**src/rtl/hours_counter_pkg.sv**
```systemverilog
// ---------------------------------------------------------------------------
// hours_counter_pkg : shared time-of-day constants, FSM encodings, BCD helpers
// Revision 1.0
// ---------------------------------------------------------------------------
`default_nettype none

package hours_counter_pkg;

    localparam int BCD_W        = 4;
    localparam int HOURS_MAX_24 = 23;
    localparam int HOURS_MAX_12 = 12;

    localparam int         ST_W   = 1;
    localparam logic [0:0] ST_RUN = 1'b0;
    localparam logic [0:0] ST_SET = 1'b1;

    // A digit pair is legal if it is valid BCD and inside the display range.
    function automatic logic hours_legal(input logic [BCD_W-1:0] tens,
                                         input logic [BCD_W-1:0] units,
                                         input logic             mode24);
        logic [7:0] value;
        value = ({4'd0, tens} * 8'd10) + {4'd0, units};
        if (units > 4'd9) begin
            return 1'b0;
        end
        if (mode24) begin
            return value <= 8'(HOURS_MAX_24);
        end
        return (value >= 8'd1) && (value <= 8'(HOURS_MAX_12));
    endfunction

    function automatic logic [BCD_W-1:0] rst_tens(input logic mode24);
        return mode24 ? 4'd0 : 4'd1;
    endfunction

    function automatic logic [BCD_W-1:0] rst_units(input logic mode24);
        return mode24 ? 4'd0 : 4'd2;
    endfunction

endpackage

`default_nettype wire

```
**src/rtl/sync_edge_detect.sv**
```systemverilog
// ---------------------------------------------------------------------------
// sync_edge_detect : multi-flop synchroniser with single-cycle rise pulse
// Revision 1.0
// ---------------------------------------------------------------------------
`default_nettype none

module sync_edge_detect #(
    parameter int STAGES = 2
) (
    input  logic clk,
    input  logic reset,
    input  logic async_i,
    output logic rise_o
);

    logic [STAGES-1:0] sync_q;
    logic              prev_q;

    // Reset high so an input already high at reset release is not seen as an edge.
    always_ff @(posedge clk or posedge reset) begin
        if (reset) begin
            sync_q <= '1;
            prev_q <= 1'b1;
        end else begin
            sync_q <= {sync_q[STAGES-2:0], async_i};
            prev_q <= sync_q[STAGES-1];
        end
    end

    assign rise_o = sync_q[STAGES-1] & ~prev_q;

endmodule

`default_nettype wire

```
**src/rtl/hours_counter.sv**
```systemverilog
// ---------------------------------------------------------------------------
// hours_counter : BCD hours counter (24h or 12h AM/PM) with manual SET mode
// Revision 1.0
// ---------------------------------------------------------------------------
`default_nettype none

module hours_counter
    import hours_counter_pkg::*;
#(
    parameter bit MODE_24H    = 1'b1,
    parameter int SYNC_STAGES = 2
) (
    input  logic             clk,
    input  logic             reset,
    input  logic             hours_clk,
    input  logic             set_en,
    input  logic             set_inc,
    input  logic             set_dec,
    output logic [BCD_W-1:0] hours_tens,
    output logic [BCD_W-1:0] hours_units,
    output logic             pm,
    output logic             day_tick,
    output logic             setting
);

    logic [ST_W-1:0]  state_q, state_d;
    logic [BCD_W-1:0] tens_q, tens_d;
    logic [BCD_W-1:0] units_q, units_d;
    logic             pm_q, pm_d;
    logic             tick_q, tick_d;
    logic             adv, run, do_inc, do_dec, legal;

    sync_edge_detect #(
        .STAGES (SYNC_STAGES)
    ) u_sync (
        .clk     (clk),
        .reset   (reset),
        .async_i (hours_clk),
        .rise_o  (adv)
    );

    always_comb begin
        state_d = set_en ? ST_SET : ST_RUN;
        run     = (state_q == ST_RUN);
        do_inc  = run ? adv : (set_inc & ~set_dec);
        do_dec  = ~run & set_dec & ~set_inc;
        legal   = hours_legal(tens_q, units_q, MODE_24H);
        tens_d  = tens_q;
        units_d = units_q;
        pm_d    = pm_q;
        tick_d  = 1'b0;

        if ((do_inc || do_dec) && !legal) begin
            tens_d  = rst_tens(MODE_24H);
            units_d = rst_units(MODE_24H);
            pm_d    = 1'b0;
        end else if (do_inc) begin
            if (MODE_24H) begin
                if (tens_q == 4'd2 && units_q == 4'd3) begin
                    tens_d  = 4'd0;
                    units_d = 4'd0;
                    tick_d  = run;
                end else if (units_q == 4'd9) begin
                    tens_d  = tens_q + 4'd1;
                    units_d = 4'd0;
                end else begin
                    units_d = units_q + 4'd1;
                end
            end else begin
                if (tens_q == 4'd1 && units_q == 4'd2) begin
                    tens_d  = 4'd0;
                    units_d = 4'd1;
                end else if (tens_q == 4'd1 && units_q == 4'd1) begin
                    // 11 -> 12 crosses noon/midnight; only 11PM -> 12AM starts a new day.
                    units_d = 4'd2;
                    pm_d    = ~pm_q;
                    tick_d  = run & pm_q;
                end else if (units_q == 4'd9) begin
                    tens_d  = 4'd1;
                    units_d = 4'd0;
                end else begin
                    units_d = units_q + 4'd1;
                end
            end
        end else if (do_dec) begin
            if (MODE_24H) begin
                if (tens_q == 4'd0 && units_q == 4'd0) begin
                    tens_d  = 4'd2;
                    units_d = 4'd3;
                end else if (units_q == 4'd0) begin
                    tens_d  = tens_q - 4'd1;
                    units_d = 4'd9;
                end else begin
                    units_d = units_q - 4'd1;
                end
            end else begin
                if (tens_q == 4'd0 && units_q == 4'd1) begin
                    tens_d  = 4'd1;
                    units_d = 4'd2;
                end else if (tens_q == 4'd1 && units_q == 4'd2) begin
                    units_d = 4'd1;
                    pm_d    = ~pm_q;
                end else if (units_q == 4'd0) begin
                    tens_d  = 4'd0;
                    units_d = 4'd9;
                end else begin
                    units_d = units_q - 4'd1;
                end
            end
        end
    end

    always_ff @(posedge clk or posedge reset) begin
        if (reset) begin
            state_q <= ST_RUN;
            tens_q  <= rst_tens(MODE_24H);
            units_q <= rst_units(MODE_24H);
            pm_q    <= 1'b0;
            tick_q  <= 1'b0;
        end else begin
            state_q <= state_d;
            tens_q  <= tens_d;
            units_q <= units_d;
            pm_q    <= pm_d;
            tick_q  <= tick_d;
        end
    end

    assign hours_tens  = tens_q;
    assign hours_units = units_q;
    assign pm          = pm_q;
    assign day_tick    = tick_q;
    assign setting     = (state_q == ST_SET);

endmodule

`default_nettype wire

```
**config.mk**
```make
export PLATFORM = sky130hd
export DESIGN_NAME = hours_counter
export DESIGN_NICKNAME = d
export VERILOG_FILES = /design/src/rtl/hours_counter_pkg.sv /design/src/rtl/sync_edge_detect.sv /design/src/rtl/hours_counter.sv
export SDC_FILE = /design/constraint.sdc
export NUM_CORES = 1
export LEC_CHECK = 0
export CORE_MARGIN = 2
export CORE_UTILIZATION = 57
export DETAILED_ROUTE_END_ITERATION = 8
export MAX_ROUTING_LAYER = met4
export PLACE_DENSITY = 0.83
export SLEW_MARGIN = 20
export SYNTH_ARGS = -nofsm -noshare
export SYNTH_HDL_FRONTEND = slang
export SYNTH_SLANG_ARGS = --single-unit
```
**constraint.sdc**
```tcl
create_clock -name clk -period 3.96 [get_ports clk]
set_input_delay 0.792 -clock clk [delete_from_list [all_inputs] [get_ports clk]]
set_output_delay 0.792 -clock clk [all_outputs]
set_load 0.1 [all_outputs]
```
Word level (Yosys, flattened, before mapping). Index checks and enable logic that the tools add are counted.

Register bits: 13. Logic and storage cells: 63. Output and inout port bits: 11. Input bits: 6.

Magnitude comparators: 4. Bitwise logic cells: 8. Multiplexer cells: 24. Equal/unequal tests: 4. Multiply operators: 1. Reductions and logical operators: 11. $add $sub $neg: 5.

Operators by type and width (number): two-way mux 4 bit (14); two-way mux 1 bit (10); adder 4 x 1 -> 4 bit (second input constant) (2); adder 8 x 4 -> 8 bit (1); equality test 4 x 2 -> 1 bit (second input constant) (2); greater-or-equal comparator 8 x 1 -> 1 bit (second input constant) (1); less-or-equal comparator 8 x 4 -> 1 bit (second input constant) (1); less-or-equal comparator 8 x 5 -> 1 bit (second input constant) (1); zero test 4 bit (2); subtractor 4 x 1 -> 4 bit (second input constant) (2); multiplier 4 x 3 -> 7 bit (second input constant) (1); AND 1 bit (4); equality test 4 bit (second input constant) (1); greater-than comparator 4 bit (second input constant) (1); logical AND 1 bit (4); inequality test 4 x 1 -> 1 bit (second input constant) (1); inverter 1 bit (4); nonzero test 4 bit (1); AND reduction 3 bit (1); nonzero test 3 bit (1); zero test 1 bit (1); logical OR 1 bit (1).

Logic depth before layout (Yosys ltp).
Word-level depth: 10. Gate-level depth with buffers: 9.

Hierarchy. From an unflattened synthesis, not the netlist that was laid out.

Cells, all modules: 125. Area, all modules: 1129.8 um2.

Modules (own cells, without submodules): hours_counter (area each 1033.5 um2, instances 1, cells each 120, seq. area each 250.2 um2); sync_edge_detect (area each 96.3 um2, instances 1, cells each 5, seq. area each 78.8 um2).

Worst setup path before layout. Ideal clock, no wire load.

Path type: register to register. From: register tens_q[1] (netlist: hours_tens[1]). To: register tens_q[2] (netlist: hours_tens[2]). Buffers on the path: 0. Cell stages (with the launch flop): 9. Data required time: 3.890 ns. Path slack: 0.668 ns. Arrival time: 3.222 ns. Cells stage by stage: dfrtp_1 -> ha_1 -> ha_1 -> fa_1 -> nand3b_1 -> a2111oi_1 -> o21ai_2 -> nor3b_4 -> a22o_1.

Word-level cells in the longest chain between the ends: 10. Elaborated cells between the ends (all ways): 27.

RTL lines: from (decl) (line hours_counter.sv:27) `logic [BCD_W-1:0] tens_q, tens_d;`; from (signal assigned) (line hours_counter.sv:116) `tens_q <= rst_tens(MODE_24H);`; from (signal assigned) (line hours_counter.sv:122) `tens_q <= tens_d;`; multiplier 4 x 3 -> 7 bit (line hours_counter_pkg.sv:22) `value = ({4'd0, tens} * 8'd10) + {4'd0, units};`; adder 8 x 4 -> 8 bit (line hours_counter_pkg.sv:22); greater-or-equal comparator 8 x 1 -> 1 bit / less-or-equal comparator 8 x 4 -> 1 bit (equally long branches) (line hours_counter_pkg.sv:29) `return (value >= 8'd1) && (value <= 8'(HOURS_MAX_12));`; logical AND 1 bit (line hours_counter_pkg.sv:29); two-way mux 1 bit (line hours_counter_pkg.sv:29); two-way mux 1 bit (line hours_counter_pkg.sv:26) `if (mode24) begin`; zero test 1 bit (line hours_counter.sv:53) `if ((do_inc || do_dec) && !legal) begin`; logical AND 1 bit (line hours_counter.sv:53); inequality test 4 x 1 -> 1 bit (no source line), or another cell as far along; AND reduction 3 bit (no source line).

Parallel ways exist; a longest one is shown, timed or not. The select of a mux whose other input is x is not followed. A chain may end at the register's enable or synchronous reset.

Worst setup path in the final report.
From: register units_q[0] (netlist: hours_units[0]). To: output hours_units[0].

RTL lines: from (decl) (line hours_counter.sv:28) `logic [BCD_W-1:0] units_q, units_d;`; from (signal assigned) (line hours_counter.sv:117) `units_q <= rst_units(MODE_24H);`; from (signal assigned) (line hours_counter.sv:123) `units_q <= units_d;`; to (decl) (line hours_counter.sv:20) `output logic [BCD_W-1:0] hours_units,`.

No word-level cell between the ends.

==> impl_metrics.ini <==
[clocking]
ctsHoldBuffers = 0
clk_pin_slew_worst_setup_hold_paths_ps = 70
cts_buffers = 3
ctsHtreeMaxLevel = 1
cts.sinks = 13
post-cts-setup-buffers = 0
worst_skew_pair.late_latency_ps = 280
tritoncts = done
count_of_instances_resized_after_the_clock_tree_is_built = 0
clockBufferDepth = 2
cts-root-buf = sky130_fd_sc_hd__clkbuf_4

[placement]
io_buffers = 15
globalplace.congestion = 0.8786
dp_hpwl_um = 1739

[timing]
timing.final.max_slew_violations = 0
rsz0062_at_grt = no
finalClockSkew_ps = 3.902
maxSlewHeadroom_pct = 35.44
maximum_frequency_from_static_timing_analysis_mhz = 343.6
setup_tns_ps = 0
tightest_slew_ps = 965.3
timing_hold_violations_final = 0
final.min_clock_period_ps = 2911
min_period_over_period_pct = 73.50
final_setup_violation_count = 0

[outcome]
run_status = complete, no violations

[global_route]
antenna_found_initial = 0
overflow = 0
grt_first_pass_wirelength_um = 4091
grt_start_max_net_pins = 16
grt_usage_pct = 22.19
first_global_vias = 934

[setup_path]
cp_cell_sequence = clkdlybuf4s50_1
cp_slowest_stage_delay_ps = 1220
slowest_stage = sky130_fd_sc_hd__clkdlybuf4s50_1
crit_path_start_kind = flip-flop
crit_path_max_fanout = 15
critical_path.endpoint_type = output pin
data_arrival_time_of_the_critical_path_ps = 2120
path_buf_inv = 1
critical_path_class = flip-flop to output pin
cp.required_ps = 3170
cp_top_family = buffers and inverters

[layout]
final_common_cell = sky130_fd_sc_hd__clkdlybuf4s50_1
num-fill-cells = 169
finish.net_count = 158
antenna_cells_inserted = 0
layout.cells.most_common_list = sky130_fd_sc_hd__clkdlybuf4s50_1 (15), sky130_fd_sc_hd__nand2_1 (14), sky130_fd_sc_hd__a21oi_1 (10), sky130_fd_sc_hd__ha_1 (10), sky130_fd_sc_hd__dfrtp_1 (10)
area_used_by_multi_input_combinational_logic_um2 = 750.7
final_layout_size_suffix_gt1_share_pct = 10.07
layout-area-overhead-vs-synth_pct = 14.27
register_area_um2 = 329.1

[floorplan]
ioPinCount = 17
die_area_mm2 = 0.002390
initial_core_util_pct = 59.77
rows = 16
chipWidth_um = 48.89
design.core.area_mm2 = 0.001922
die_h_um = 48.89

[routing]
dr.first_iter.drc_count = 31
detail_route.drc_violations = 0
route.detailed.wl_per_inst_um = 13.89
wirelength_um = 2305
avgViaCountPerCell = 5.958
via_count = 989
drtPass1Iterations = 4
antenna_left = 0

[job]
maxCapViolations = 0

[synthesis]
syn_nets = 144
ys_types = 49
synth-edff-count = 0
mapped_cells = 126
synth_largest_area_cell = sky130_fd_sc_hd__dfrtp_1
top_cell_type_s_share_of_synthesized_area_pct = 21.79
synth_top_flop_cell = sky130_fd_sc_hd__dfrtp_1
postSynthAreaPerCell_um2 = 9.116
warnings_from_yosys = 0
syn-cell-area_mm2 = 0.001149
synth.ff_latch_count = 13
async_flop_share_pct = 100.0
ys_seq_area_share_pct = 28.65
netlist_top_cells_area = sky130_fd_sc_hd__dfrtp_1 (22%), sky130_fd_sc_hd__ha_1 (11%), sky130_fd_sc_hd__dfstp_2 (6.9%), sky130_fd_sc_hd__nand2_1 (4.6%), sky130_fd_sc_hd__a22o_1 (4.6%)

[power_and_ir_drop]
total_power_w = 0.001061
static_leakage_nw = 0.5689
ir_worst_vdd_mv = 0.4737
power.density_cell_area_mw_per_mm2 = 808.2

[hold_path]
worstHoldPathType = flip-flop to flip-flop
## area by class of cell
class	instances	share of cell area (%)
inverters	6	1.716
flip-flops and latches	13	25.07
multi-input cells	101	57.20
repair buffers	15	11.44
well taps	27	2.574
clock buffers	4	2.002
## state kept, by name (all words and copies together), names as in the netlist
signal and cells:
hours_tens 4, u_sync.sync_q 2, u_sync.prev_q 1, setting 1, day_tick 1, hours_units 4
## final timing paths
check                                       from                to  slack, ps  cells past startpoint
worst min register to register  u_sync.sync_q[0]  u_sync.sync_q[1]        370                      0
max in group asynchronous                  reset     u_sync.prev_q       2760                      2
worst min-delay path            u_sync.sync_q[0]  u_sync.sync_q[1]        370                      0
worst max register to register     hours_tens[1]    hours_units[3]       1070                      8
min in group asynchronous                  reset     hours_tens[2]        840                      2
worst max-delay path              hours_units[0]    hours_units[0]       1050                      1
## report_power, final
group / internal [W] / switching [W] / total, W
combinational: 0.000250 / 0.000465 / 0.000715
sequential: 0.000164 / 0.000102 / 0.000266
clock: 0.0000391 / 0.0000408 / 0.0000799
total: 0.000453 / 0.000608 / 0.00106
## Yosys cell counts, drive strengths merged, types with 2 or more instances
cell type	instances
fa	2
buf	5
o21ai	7
a22o	6
or2	3
nand2	14
o31ai	2
dfrtp	10
a21o	2
ha	10
dfstp	3
a221oi	2
nor3	4
nand2b	2
nor2	8
a21oi	10
xor2	2
nor2b	2
and3	2
inv	6
nor3b	2
nand3	2
## per-stage QoR
step / setup WS, ps / area [um2] / hold slack, ps / instances / utilization [%]
finish: 1049 / 1313 / 365.8 / 166 / 68.29
global route: 907.7 / 1313 / 373.4 / 166 / 68.29
CTS: 1050 / 1313 / 366.9 / 166 / 68.29
detailed placement: 1099 / 1286 / 352.0 / 162 / 66.93
global placement: 1193 / 1286 / 351.1 / 162 / 66.93
floorplan: 668.1 / 1149 / 345.2 / 126 / -
## cells by family after synthesis
group | count (synthesis) | synth area share, %
compound gates | 40 | 26.25
flops | 13 | 28.65
fa+ha+maj | 12 | 14.38
mux | 1 | 0.8715
other cells | 1 | 0.3265
simple gates | 44 | 21.24
xor+xnor | 3 | 2.288
buf+inv | 12 | 5.990
## per-layer routing
metal / track usage [%] / part of all wire, % / vias up
met5: - / 0 / -
met4: 6.667 / 1.2 / 0
met3: 3.681 / 4.0 / 4
met2: 35.16 / 49 / 21
met1: 29.24 / 46 / 480
li1: - / - / 484
Note: power is estimated with default switching activity, not from simulation.
